## config.mk

```make
export PLATFORM = sky130hd
export DESIGN_NAME = load_store_unit
export DESIGN_NICKNAME = d
export VERILOG_FILES = /design/src/rtl/load_store_unit.sv
export SDC_FILE = /design/constraint.sdc
export NUM_CORES = 1
export LEC_CHECK = 0
export BUFFER_PORTS_ARGS = -buffer_cell sky130_fd_sc_hd__buf_2
export CORE_ASPECT_RATIO = 0.75
export CORE_MARGIN = 5
export CORE_UTILIZATION = 30
export DETAILED_ROUTE_END_ITERATION = 10
export GPL_TIMING_DRIVEN = 0
export PLACE_DENSITY = 0.5
export SYNTH_ARGS = -nofsm -noshare
export SYNTH_HDL_FRONTEND = slang
export SYNTH_SLANG_ARGS = --single-unit
```

## constraint.sdc

```tcl
create_clock -name clk -period 4.55 [get_ports clk]
set_input_delay 0.6825 -clock clk [delete_from_list [all_inputs] [get_ports clk]]
set_output_delay 0.6825 -clock clk [all_outputs]
set_load 0.05 [all_outputs]
```

## src/rtl/load_store_unit.sv

```systemverilog
// Memory-stage load/store sequencer: serialises lb/lbu/lh/lhu/lw/sb/sh/sw into
// big-endian byte transactions on an 8-bit synchronous RAM port.
module load_store_unit #(
    parameter int ADDR_WIDTH = 16
) (
    input  logic                  clk,
    input  logic                  rst,
    input  logic                  req_valid,
    output logic                  req_ready,
    input  logic                  req_write,
    input  logic [1:0]            req_size,
    input  logic                  req_unsigned,
    input  logic [31:0]           req_addr,
    input  logic [31:0]           req_wdata,
    output logic                  resp_valid,
    output logic [31:0]           resp_rdata,
    output logic                  resp_err,
    output logic                  busy,
    output logic [ADDR_WIDTH-1:0] mem_addr,
    output logic                  mem_we,
    output logic [7:0]            mem_wdata,
    input  logic [7:0]            mem_rdata
);
    typedef enum logic [1:0] {IDLE, ACCESS, LAST, RESP} state_t;

    state_t                state_reg;
    logic                  write_reg;
    logic                  unsigned_reg;
    logic [1:0]            size_reg;
    logic [1:0]            idx_reg;
    logic [1:0]            last_reg;
    logic [ADDR_WIDTH-1:0] base_reg;
    logic [31:0]           wdata_reg;
    logic [23:0]           rbuf_reg;

    logic                  req_err;
    logic [1:0]            req_last;
    logic [1:0]            idx_next;
    logic [31:0]           load_word;
    logic [31:0]           load_ext;
    logic [7:0]            wlane [4];
    logic [7:0]            req_lane [4];

    // Byte lanes, lane 0 = bits [7:0]; lanes are emitted from lane n-1 down to 0.
    generate
        for (genvar gi = 0; gi < 4; gi++) begin : g_lane
            assign wlane[gi]    = wdata_reg[8*gi +: 8];
            assign req_lane[gi] = req_wdata[8*gi +: 8];
        end
    endgenerate

    assign req_ready = (state_reg == IDLE);
    assign busy      = (state_reg != IDLE);

    always_comb begin
        req_err = (req_size == 2'b11)
               || (req_size == 2'b01 && req_addr[0])
               || (req_size == 2'b10 && req_addr[1:0] != 2'b00)
               || ((req_addr >> ADDR_WIDTH) != 32'd0);
        case (req_size)
            2'b00:   req_last = 2'd0;
            2'b01:   req_last = 2'd1;
            default: req_last = 2'd3;
        endcase
        idx_next  = idx_reg + 2'd1;
        load_word = {rbuf_reg, mem_rdata};
        case (size_reg)
            2'b00:   load_ext = {{24{~unsigned_reg & load_word[7]}}, load_word[7:0]};
            2'b01:   load_ext = {{16{~unsigned_reg & load_word[15]}}, load_word[15:0]};
            default: load_ext = load_word;
        endcase
    end

    always_ff @(posedge clk) begin
        if (rst) begin
            state_reg    <= IDLE;
            write_reg    <= 1'b0;
            unsigned_reg <= 1'b0;
            size_reg     <= 2'b00;
            idx_reg      <= 2'd0;
            last_reg     <= 2'd0;
            base_reg     <= '0;
            wdata_reg    <= 32'd0;
            rbuf_reg     <= 24'd0;
            resp_valid   <= 1'b0;
            resp_rdata   <= 32'd0;
            resp_err     <= 1'b0;
            mem_addr     <= '0;
            mem_we       <= 1'b0;
            mem_wdata    <= 8'd0;
        end else begin
            case (state_reg)
                IDLE: begin
                    if (req_valid) begin
                        write_reg    <= req_write;
                        unsigned_reg <= req_unsigned;
                        size_reg     <= req_size;
                        last_reg     <= req_last;
                        idx_reg      <= 2'd0;
                        base_reg     <= req_addr[ADDR_WIDTH-1:0];
                        wdata_reg    <= req_wdata;
                        if (req_err) begin
                            state_reg  <= RESP;
                            resp_valid <= 1'b1;
                            resp_err   <= 1'b1;
                            resp_rdata <= 32'd0;
                        end else begin
                            // First byte is presented straight from the request.
                            state_reg <= ACCESS;
                            mem_addr  <= req_addr[ADDR_WIDTH-1:0];
                            mem_we    <= req_write;
                            mem_wdata <= req_lane[req_last];
                        end
                    end
                end
                ACCESS: begin
                    if (idx_reg != 2'd0)
                        rbuf_reg <= load_word[23:0];
                    if (idx_reg == last_reg) begin
                        mem_we <= 1'b0;
                        if (write_reg) begin
                            state_reg  <= RESP;
                            resp_valid <= 1'b1;
                            resp_err   <= 1'b0;
                            resp_rdata <= 32'd0;
                        end else begin
                            state_reg <= LAST;
                        end
                    end else begin
                        idx_reg   <= idx_next;
                        mem_addr  <= base_reg + ADDR_WIDTH'(idx_next);
                        mem_wdata <= wlane[last_reg - idx_next];
                    end
                end
                LAST: begin
                    // Final byte arrives now; extend from the combined word directly.
                    rbuf_reg   <= load_word[23:0];
                    state_reg  <= RESP;
                    resp_valid <= 1'b1;
                    resp_err   <= 1'b0;
                    resp_rdata <= load_ext;
                end
                default: begin
                    resp_valid <= 1'b0;
                    resp_err   <= 1'b0;
                    state_reg  <= IDLE;
                end
            endcase
        end
    end
endmodule

```

* Word level (Yosys, flattened, before mapping)
Cells that the tools add are included. W data, S select, Z words.
Operators by class: $add $sub $neg 3, order comparisons 2, equality and inequality tests 14, muxes and demuxes 43, bitwise logic cells 5, reduce and logical (&&, ||, !) cells 23
Operators by type and width (count):
- $mux W32 | 4
- $pmux W32 S3 | 1
- $pmux W32 S2 | 1
- $mux W8 | 7
- $mux W16 | 3
- $pmux W24 S2 | 1
- $bmux W8 S2 | 2
- $pmux W16 S2 | 1
- $reduce_bool A32 Y1 | 1
- $mux W24 | 1
- $add A16 B2 Y16 | 1
- $pmux W8 S2 | 1
- $ne A2 B2 Y1 const B | 6
- $reduce_and A4 Y1 | 3
- $mux W1 | 10
- $mux W2 | 5
- $reduce_bool A2 Y1 | 5
- $pmux W2 S2 | 2
- $eq A2 B1 Y1 const B | 3
- $eq A2 B2 Y1 const B | 3
- $ge A3 B3 Y1 const B | 2
- $logic_not A2 Y1 | 3
- $not A2 Y3 | 2
- $pmux W2 S3 | 1
- other kinds (14) | 21
Word-level totals: bits in registers 141, bits of input ports 79, word-level logic and storage cells 105

* Logic depth before layout (Yosys ltp)
Gate-level depths: netlist of the first run.
depth after elaboration 9, gate-level depth with buffers 9, mapped depth without buffers 8

* Worst setup path after synthesis of the first run
OpenSTA, ideal clock, no wires.
kind register -> register, start point register state_reg[0], end point register mem_wdata[1], library setup time 0.095 ns, arrival 2.317 ns, required time 4.455 ns, setup slack 2.137 ns, stages on the path, launching flop included 9, period minus slack after synthesis 2.413 ns, cells stage by stage dfxtp_1 inv_1 ha_1 buf_2 inv_1 o211ai_2 buf_2 a31oi_1 a221oi_1
Between the ends: longest elaborated chain between the ends 3, elaborated cells on any way between the ends 8, those cells by class 4 x eq/ne; 1 x mux; 3 x reduce/logical
RTL lines:
- start, declared | RTL line 26 | state_t state_reg;
- start signal, assigned | RTL line 76 | state_reg <= IDLE;
- start signal, assigned | RTL line 103 | state_reg <= RESP;
- start signal, assigned | RTL line 109 | state_reg <= ACCESS;
- $logic_not A2 Y1 (*)
- named net req_ready | RTL line 9 | output logic req_ready,
- $ne A2 B2 Y1 (no line) or $reduce_bool A2 Y1 (tied branches)
- $reduce_and A4 Y1 (no line)
- end signal, assigned | RTL line 112 | mem_wdata <= req_lane[req_last];
- end signal, assigned | RTL line 132 | mem_wdata <= wlane[last_reg - idx_next];
- end, declared | RTL line 21 | output logic [7:0] mem_wdata,
Mark *: on every way through the listed nets, which the timed path passes. The rest lies on a longest branch. A chain may end at the register's enable or synchronous reset.

* Worst setup path after layout of the first run
start point register idx_reg[0], end point register resp_rdata[10]
Between the ends: longest elaborated chain between the ends 3
RTL lines:
- start, declared | RTL line 30 | logic [1:0] idx_reg;
- start signal, assigned | RTL line 130 | idx_reg <= idx_next;
- $eq A2 B2 Y1 | RTL line 119 | if (idx_reg == last_reg) begin
- $ne A2 B2 Y1 (no line)
- $reduce_and A5 Y1 (no line)
- end signal, assigned | RTL line 141 | resp_rdata <= load_ext;
- end, declared | RTL line 16 | output logic [31:0] resp_rdata,
Every way passes these cells.

==> flow_summary.toml, run 1 <==
[run_status]
status = "complete, no violations"

[synthesis]
yosys-top-cells-area = "dfxtp_1 (44%), nand2_1 (11%), a21oi_1 (8.6%), mux2i_1 (6.6%), mux2_2 (3.1%)"
synth_area_leader_cell = "dfxtp_1"
synth-async-reset-ratio = 0
netlist_area_um2 = 6490
syn_avg_cell_area_um2 = 8.14
yosysMostFrequentCell = "nand2_1"
synth_seq_cells = 141
yosysUniqueCellTypes = 48
synth-edff-count = 0
synthCells = 797
post_synth_most_frequent_cells = "nand2_1 (196), dfxtp_1 (141), a21oi_1 (112)"
ys_warn_count = 0
yosysSeqAreaShare = 0.435
yosysTopAreaCellShare = 0.435
synthesis.nets = 886
synthFlopType = "dfxtp_1"

[timing]
max_freq_mhz = 394
final.min_clock_period_ps = 2540
fin_crit_sh = 0.557
finClkSkew_ps = 17.4
drv_slew = 0
worst_hold_slack_ps = 447
worst_slack_ps = 2010
timing.final.hold_violations = 0
fin_tns_setup_ps = 0
tightest_slew_ps = 662
setup_viol = 0
slew_headroom = 0.559
rsz0062_at_grt = "no"

[routing]
met1Wirelength_mm = 10.6
met2_length_mm = 8.50
routed_wl_mm = 20.6
wire_per_inst_um = 16.4
wl_met3_mm = 1.42
postRouteAntennaNets = 0
top_layer_used = "met4"
drc = 0
first_iter_violations = 482
vias_per_cell = 4.80
vias = 6030
first_pass_iters = 5

[run]
drv_cap = 0

[power_and_ir_drop]
peakVddDrop_v = 0.000350
p_comb_frac = 0.442
leakagePower_nw = 3.25
p_per_area_nw_per_um2 = 668
p_int_mw = 2.96
p_sw_mw = 2.45
clockPowerShare = 0.248
finalPower_mw = 5.41
p_seq_frac = 0.309
swShare = 0.453

[clock_tree]
htreeDepth = 4
clock_latency_ps = 430
clockBufferDepth = 2
clkSinkCount = 141
cts-resized-gates = 0
cts_buffers = 17
cts_setup_buffers = 0
hold_buffers = 0
tritoncts = "built"
cts.clk_slew.worst_paths_ps = 70
clockRootBuffer = "clkbuf_16"

[worst_setup_path]
max_stage_delay_ps = 360
cp.required_ps = 4870
worstSetupPathType = "reg2reg"
cp_slowest_cell = "mux2_2"
path_depth = 8
cp-end-kind = "register"
cp_num_buf_inv = 3
worstPathMaxFanout = 10
r2r_slack_ps = 2010
crit_path_end = "resp_rdata[10]$_SDFFE_PP0P_"
critPathTopFamily = "buffers and inverters"
worst_ep_arrival_time_ps = 2850
timing.rr.end = "resp_rdata[10]$_SDFFE_PP0P_"
ff2ff_path_depth = 8
crit_path_start_kind = "register"
crit_chain = "inv_1, ha_1, clkbuf_1, o21ai_0, o211a_1, nand3b_1, buf_2, mux2_2"
r2r_start = "idx_reg[0]$_SDFFE_PP0P_"
setup.worst_path.start = "idx_reg[0]$_SDFFE_PP0P_"

[floorplanning]
die_x_um = 180
num_io_pins = 140
die_area_um2 = 24700
die_height_um = 137
fp.coreArea_um2 = 21200
start_util = 0.306
rows = 46

[global_route]
grt_pass1_wl_mm = 31.8
grt_max_degree = 17
grt_usage = 0.164
grt_antenna_before_repair = 0
grt_pass1_vias = 5588
grt_remaining_overflow = 0

[placed_design]
dp_hpwl_mm = 15.7
place_congestion = 0.830
portBuffers = 138
dp_slack_ps = 1840

[worst_hold_path]
min_path_type = "reg2reg"

[finish]
multi_input_area_um2 = 3360
utilization = 0.381
area_growth_pct = 24.9
nFillCells = 2265
final_nets = 1043
layout-drive-gt1-share = 0.212
antenna_cells = 0
ff_latch_area_um2 = 2820
-- routing by layer --
metal  GRT usage  vias up
met1       0.241     2775
met3      0.0425       10
met5           0        -
met4      0.0427        0
li1            -     3053
met2       0.237      192
-- layout by cell type, fill, tap and decap left out, types with 18 or more instances in the layout --
master / count
a21oi_1: 112
clkbuf_1: 44
dfxtp_1: 141
mux2i_1: 43
nand2_1: 196
nand2b_1: 28
o21ai_0: 35
mux2_2: 18
nor2_1: 23
buf_2: 148
-- power by group through the flow --
stage | sequential, mW | combinational [mW] | clock (mW)
2_1_floorplan | 2.12 | 1.32 | 0
3_3_place_gp | 1.70 | 2.40 | 0
3_5_place_dp | 1.70 | 2.39 | 0
4_1_cts | 1.68 | 2.40 | 1.38
5_1_grt | 1.71 | 2.59 | 1.43
6_report | 1.67 | 2.40 | 1.34
-- kinds of logic after synthesis --
| kind of cell | Yosys count | share of synthesized area |
|---|---|---|
| AND/OR/NAND/NOR | 301 | 0.204 |
| adder cells (fa/ha/maj) | 10 | 0.0204 |
| multiplexers | 62 | 0.101 |
| AO/OA/AOI/OAI | 193 | 0.172 |
| XOR/XNOR | 14 | 0.0212 |
| flip-flops | 141 | 0.435 |
| buffers and inverters | 76 | 0.0465 |
-- through the flow --
| step | instance area (um^2) | instances |
|---|---|---|
| 2_1_floorplan | 6490 | 797 |
| 3_3_place_gp | 7540 | 1223 |
| 3_5_place_dp | 7540 | 1223 |
| 4_1_cts | 8100 | 1255 |
| 5_1_grt | 8100 | 1255 |
| 6_report | 8100 | 1255 |
-- worst min-delay path by stage --
| stage | to | startpoint | depth (start not counted) |
|---|---|---|---|
| floorplan | rbuf_reg[16]$_SDFFE_PP0P_ | rbuf_reg[16]$_SDFFE_PP0P_ | 2 |
| global placement | mem_addr[2]$_SDFFE_PP0P_ | mem_addr[2]$_SDFFE_PP0P_ | 2 |
| detailed placement | mem_addr[5]$_SDFFE_PP0P_ | mem_addr[5]$_SDFFE_PP0P_ | 2 |
| CTS | mem_addr[5]$_SDFFE_PP0P_ | mem_addr[5]$_SDFFE_PP0P_ | 2 |
| global route | wdata_reg[25]$_SDFFE_PP0P_ | wdata_reg[25]$_SDFFE_PP0P_ | 2 |
| finish | mem_addr[5]$_SDFFE_PP0P_ | mem_addr[5]$_SDFFE_PP0P_ | 2 |
-- final cells by class --
class / instances / share of cell area
sequential: 141 / 0.348
clock inverter: 14 / 0.0151
tap: 288 / 0.0445
timing repair buffer: 138 / 0.0853
clock buffer: 18 / 0.0542
multi-input combinational: 580 / 0.415
buffer: 59 / 0.0293
inverter: 17 / 0.00788
-- worst register-to-register path: stages, from the launching register on --
cell and delay (ps):
dfxtp_1 330, inv_1 110, ha_1 290, clkbuf_1 320, o21ai_0 210, o211a_1 230
nand3b_1 250, buf_2 320, mux2_2 360
(Power assumes the default switching activity.)
==> run 2, diff against run 1 <==
--- a/config.mk
+++ b/config.mk
@@ -5,6 +5,7 @@
 export SDC_FILE = /design/constraint.sdc
 export NUM_CORES = 1
 export LEC_CHECK = 0
+export ABC_AREA = 1
 export BUFFER_PORTS_ARGS = -buffer_cell sky130_fd_sc_hd__buf_2
 export CORE_ASPECT_RATIO = 0.75
 export CORE_MARGIN = 5
==> constraint.sdc (replaced) <==
create_clock -name clk -period 2.6 [get_ports clk]
set_input_delay 0.39 -clock clk [delete_from_list [all_inputs] [get_ports clk]]
set_output_delay 0.39 -clock clk [all_outputs]
set_load 0.05 [all_outputs]
==> run 2 against run 1 <==
Compared with the run above:
- register-to-register slack got worse by 1700 ps
- clock skew decreased by 6.8 ps
- combinational power increased by 140%
- sequential share of layout area decreased by 1.2 points
- sequential cell count unchanged
- global-route usage increased by 1.9 points
- synthesized cell count increased by 22%
- critical path depth increased by 4
- die area increased by 2.6%
- largest power group unchanged
==> flow_summary.toml, run 2 <==
[run_status]
status = "complete, no violations"

[global_route]
grt_max_degree = 17
grt_pass1_wl_mm = 36.7
grt_antenna_before_repair = 1
grt_remaining_overflow = 0
grt_usage = 0.183
grt_pass1_vias = 6549

[power_and_ir_drop]
peakVddDrop_v = 0.000533
p_sw_mw = 5.69
leakagePower_nw = 3.74
p_int_mw = 6.16
p_comb_frac = 0.491
clockPowerShare = 0.230
p_seq_frac = 0.279
p_per_area_nw_per_um2 = 1410
swShare = 0.480

[floorplanning]
die_x_um = 182
start_util = 0.303
die_height_um = 139
fp.coreArea_um2 = 22000
die_area_um2 = 25300
rows = 47
num_io_pins = 140

[finish]
antenna_cells = 0
post-route-cell-area_um2 = 8390
layout_commonest_cell = "nand2_1"
mostFrequentLayoutCells = "nand2_1 (193), nor2_1 (159), buf_2 (153)"
area_growth_pct = 25.8
layout-drive-gt1-share = 0.179
final_nets = 1222

[worst_setup_path]
path_common_cell = "nor2_1"
worstSetupPathType = "reg2reg"
cp-end-kind = "register"
cp_num_buf_inv = 1
worst_ep_arrival_time_ps = 2560
worstPathMaxFanout = 9
max_stage_delay_ps = 420
cp_slowest_cell = "ha_1"
crit_chain = "inv_1, ha_1, ha_1, nand3_1, nand2_2, nand2_1, nor2_1, nor2_1, nor2_1, nor2_1, nor2_1, nor2_1"
path_depth = 12
timing.rr.end = "mem_addr[15]$_SDFFE_PP0P_"
critPathTopFamily = "simple AND/OR/NAND/NOR gates"
ff2ff_path_depth = 12
r2r_start = "idx_reg[0]$_SDFFE_PP0P_"
crit_path_start_kind = "register"
cp.required_ps = 2890
r2r_slack_ps = 340

[synthesis]
yosysSeqAreaShare = 0.423
synth_adder_area_share = 0.0199
synthesis.nets = 1064
synth_area_leader_cell = "dfxtp_1"
synth_seq_cells = 141
synthSimpleGateAreaFrac = 0.284
synth-edff-count = 0
syn_avg_cell_area_um2 = 6.84
synth-async-reset-ratio = 0
yosysUniqueCellTypes = 34
yosys-top-cells-area = "dfxtp_1 (42%), nand2_1 (11%), nor2_1 (9.0%), a21oi_1 (8.4%), o21ai_0 (7.2%)"
synth_compound_area_frac = 0.172
synth_xor_area_frac = 0.00525
synthFlopType = "dfxtp_1"
synth_mux_area_frac = 0.0120
ys_warn_count = 0
post_synth_most_frequent_cells = "nand2_1 (193), nor2_1 (160), dfxtp_1 (141)"
synth_top_family_by_area = "simple AND/OR/NAND/NOR gates"
synthCells = 975
yosysMostFrequentCell = "nand2_1"
yosysTopAreaCellShare = 0.423
netlist_area_um2 = 6670

[timing]
worst_slack_ps = 338
setup_viol = 0
rsz0062_at_grt = "no"
slew_headroom = 0.534
max_freq_mhz = 442
fin_tns_setup_ps = 0
timing.final.hold_violations = 0
fin_crit_sh = 0.870
final.min_clock_period_ps = 2260
finClkSkew_ps = 10.7
tightest_slew_ps = 699
drv_slew = 0

[clock_tree]
clockRootBuffer = "clkbuf_16"
cts_buffers = 17
clock_latency_ps = 430
cts-resized-gates = 0
tritoncts = "built"
htreeDepth = 4
hold_buffers = 0
clockBufferDepth = 2
cts.clk_slew.worst_paths_ps = 60
cts_setup_buffers = 0
clkSinkCount = 141

[worst_hold_path]
hold_end = "wdata_reg[18]$_SDFFE_PP0P_"
min_path_type = "in2reg"
hold_path_depth = 3
hp-start = "req_wdata[18]"

[routing]
first_pass_iters = 5
vias = 6793
postRouteAntennaNets = 0
vias_per_cell = 4.72
routed_wl_mm = 23.1
first_iter_violations = 482
wire_per_inst_um = 16.0
drc = 0

[placed_design]
dp_hpwl_mm = 17.6
place_area_um2 = 7730
portBuffers = 139
dp_slack_ps = 318
place_congestion = 0.883

[run]
drv_cap = 0
==> run 2: cell types whose count changed after synthesis, sizes merged, moves of 25 or more <==
cell	change
nand2b	-28
nand4	+25
mux2i	-35
inv	+64
o21ai	+61
nor2	+139
nand3	+51
==> run 2: per-layer routing <==
| layer | up-vias | GRT usage | part of all wire | wire [um] |
|---|---|---|---|---|
| met5 | - | 0 | 0.00056 | 13 |
| met3 | 17 | 0.0438 | 0.061 | 1410 |
| met1 | 3070 | 0.286 | 0.54 | 12400 |
| met4 | 2 | 0.0332 | 0.0081 | 187 |
| li1 | 3517 | - | - | - |
| met2 | 187 | 0.254 | 0.39 | 9090 |
==> run 2: how the worst max path moves through the flow <==
stage,startpoint,endpoint,slack (ps)
detailed placement,idx_reg[0]$_SDFFE_PP0P_,mem_addr[8]$_SDFFE_PP0P_,320
global placement,idx_reg[0]$_SDFFE_PP0P_,mem_addr[8]$_SDFFE_PP0P_,300
floorplan,state_reg[0]$_SDFFE_PP0P_,resp_rdata[30]$_SDFFE_PP0P_,240
global route,idx_reg[0]$_SDFFE_PP0P_,mem_addr[15]$_SDFFE_PP0P_,40
finish,idx_reg[0]$_SDFFE_PP0P_,mem_addr[15]$_SDFFE_PP0P_,340
CTS,idx_reg[0]$_SDFFE_PP0P_,mem_addr[8]$_SDFFE_PP0P_,300
==> run 2: cell families (layout without fill, tap and decap cells) <==
kind of cell,Yosys count,after routing
AND/OR/NAND/NOR,452,452
AO/OA/AOI/OAI,222,222
flip-flops,141,141
multiplexers,8,8
XOR/XNOR,4,4
buffers and inverters,138,309
adder cells (fa/ha/maj),10,10
==> run 2: worst min-delay path, cell delays in order <==
cell	delay (ps)
buf_2	80
o21ai_0	70
nor2_1	70
==> run 2: cell type report <==
cell class              count  area, um^2
clock inverters            13         200
clock buffers              19         453
flip-flops and latches    141        2820
repair buffers            139         696
multi-input cells         696        3290
inverters                  80         303
plain buffers              58         254
fillers                  2418       13600
well taps                 294         368
==> run 2: per-stage QoR <==
step,power [mW],utilization,instances,hold WS [ps]
after detailed placement,9.17,0.352,1408,450
final,11.9,0.381,1440,221
after CTS,11.9,0.381,1440,215
after floorplan,7.49,-,975,430
after global placement,9.15,0.352,1408,448
after global routing,12.8,0.381,1440,237
==> run 2: power by group through the flow <==
stage	Combinational (mW)	Sequential [mW]	Clock [mW]
2_1_floorplan	3.25	4.24	0
4_1_cts	5.84	3.31	2.76
3_3_place_gp	5.80	3.35	0
6_report	5.82	3.31	2.73
3_5_place_dp	5.82	3.35	0
5_1_grt	6.49	3.41	2.85
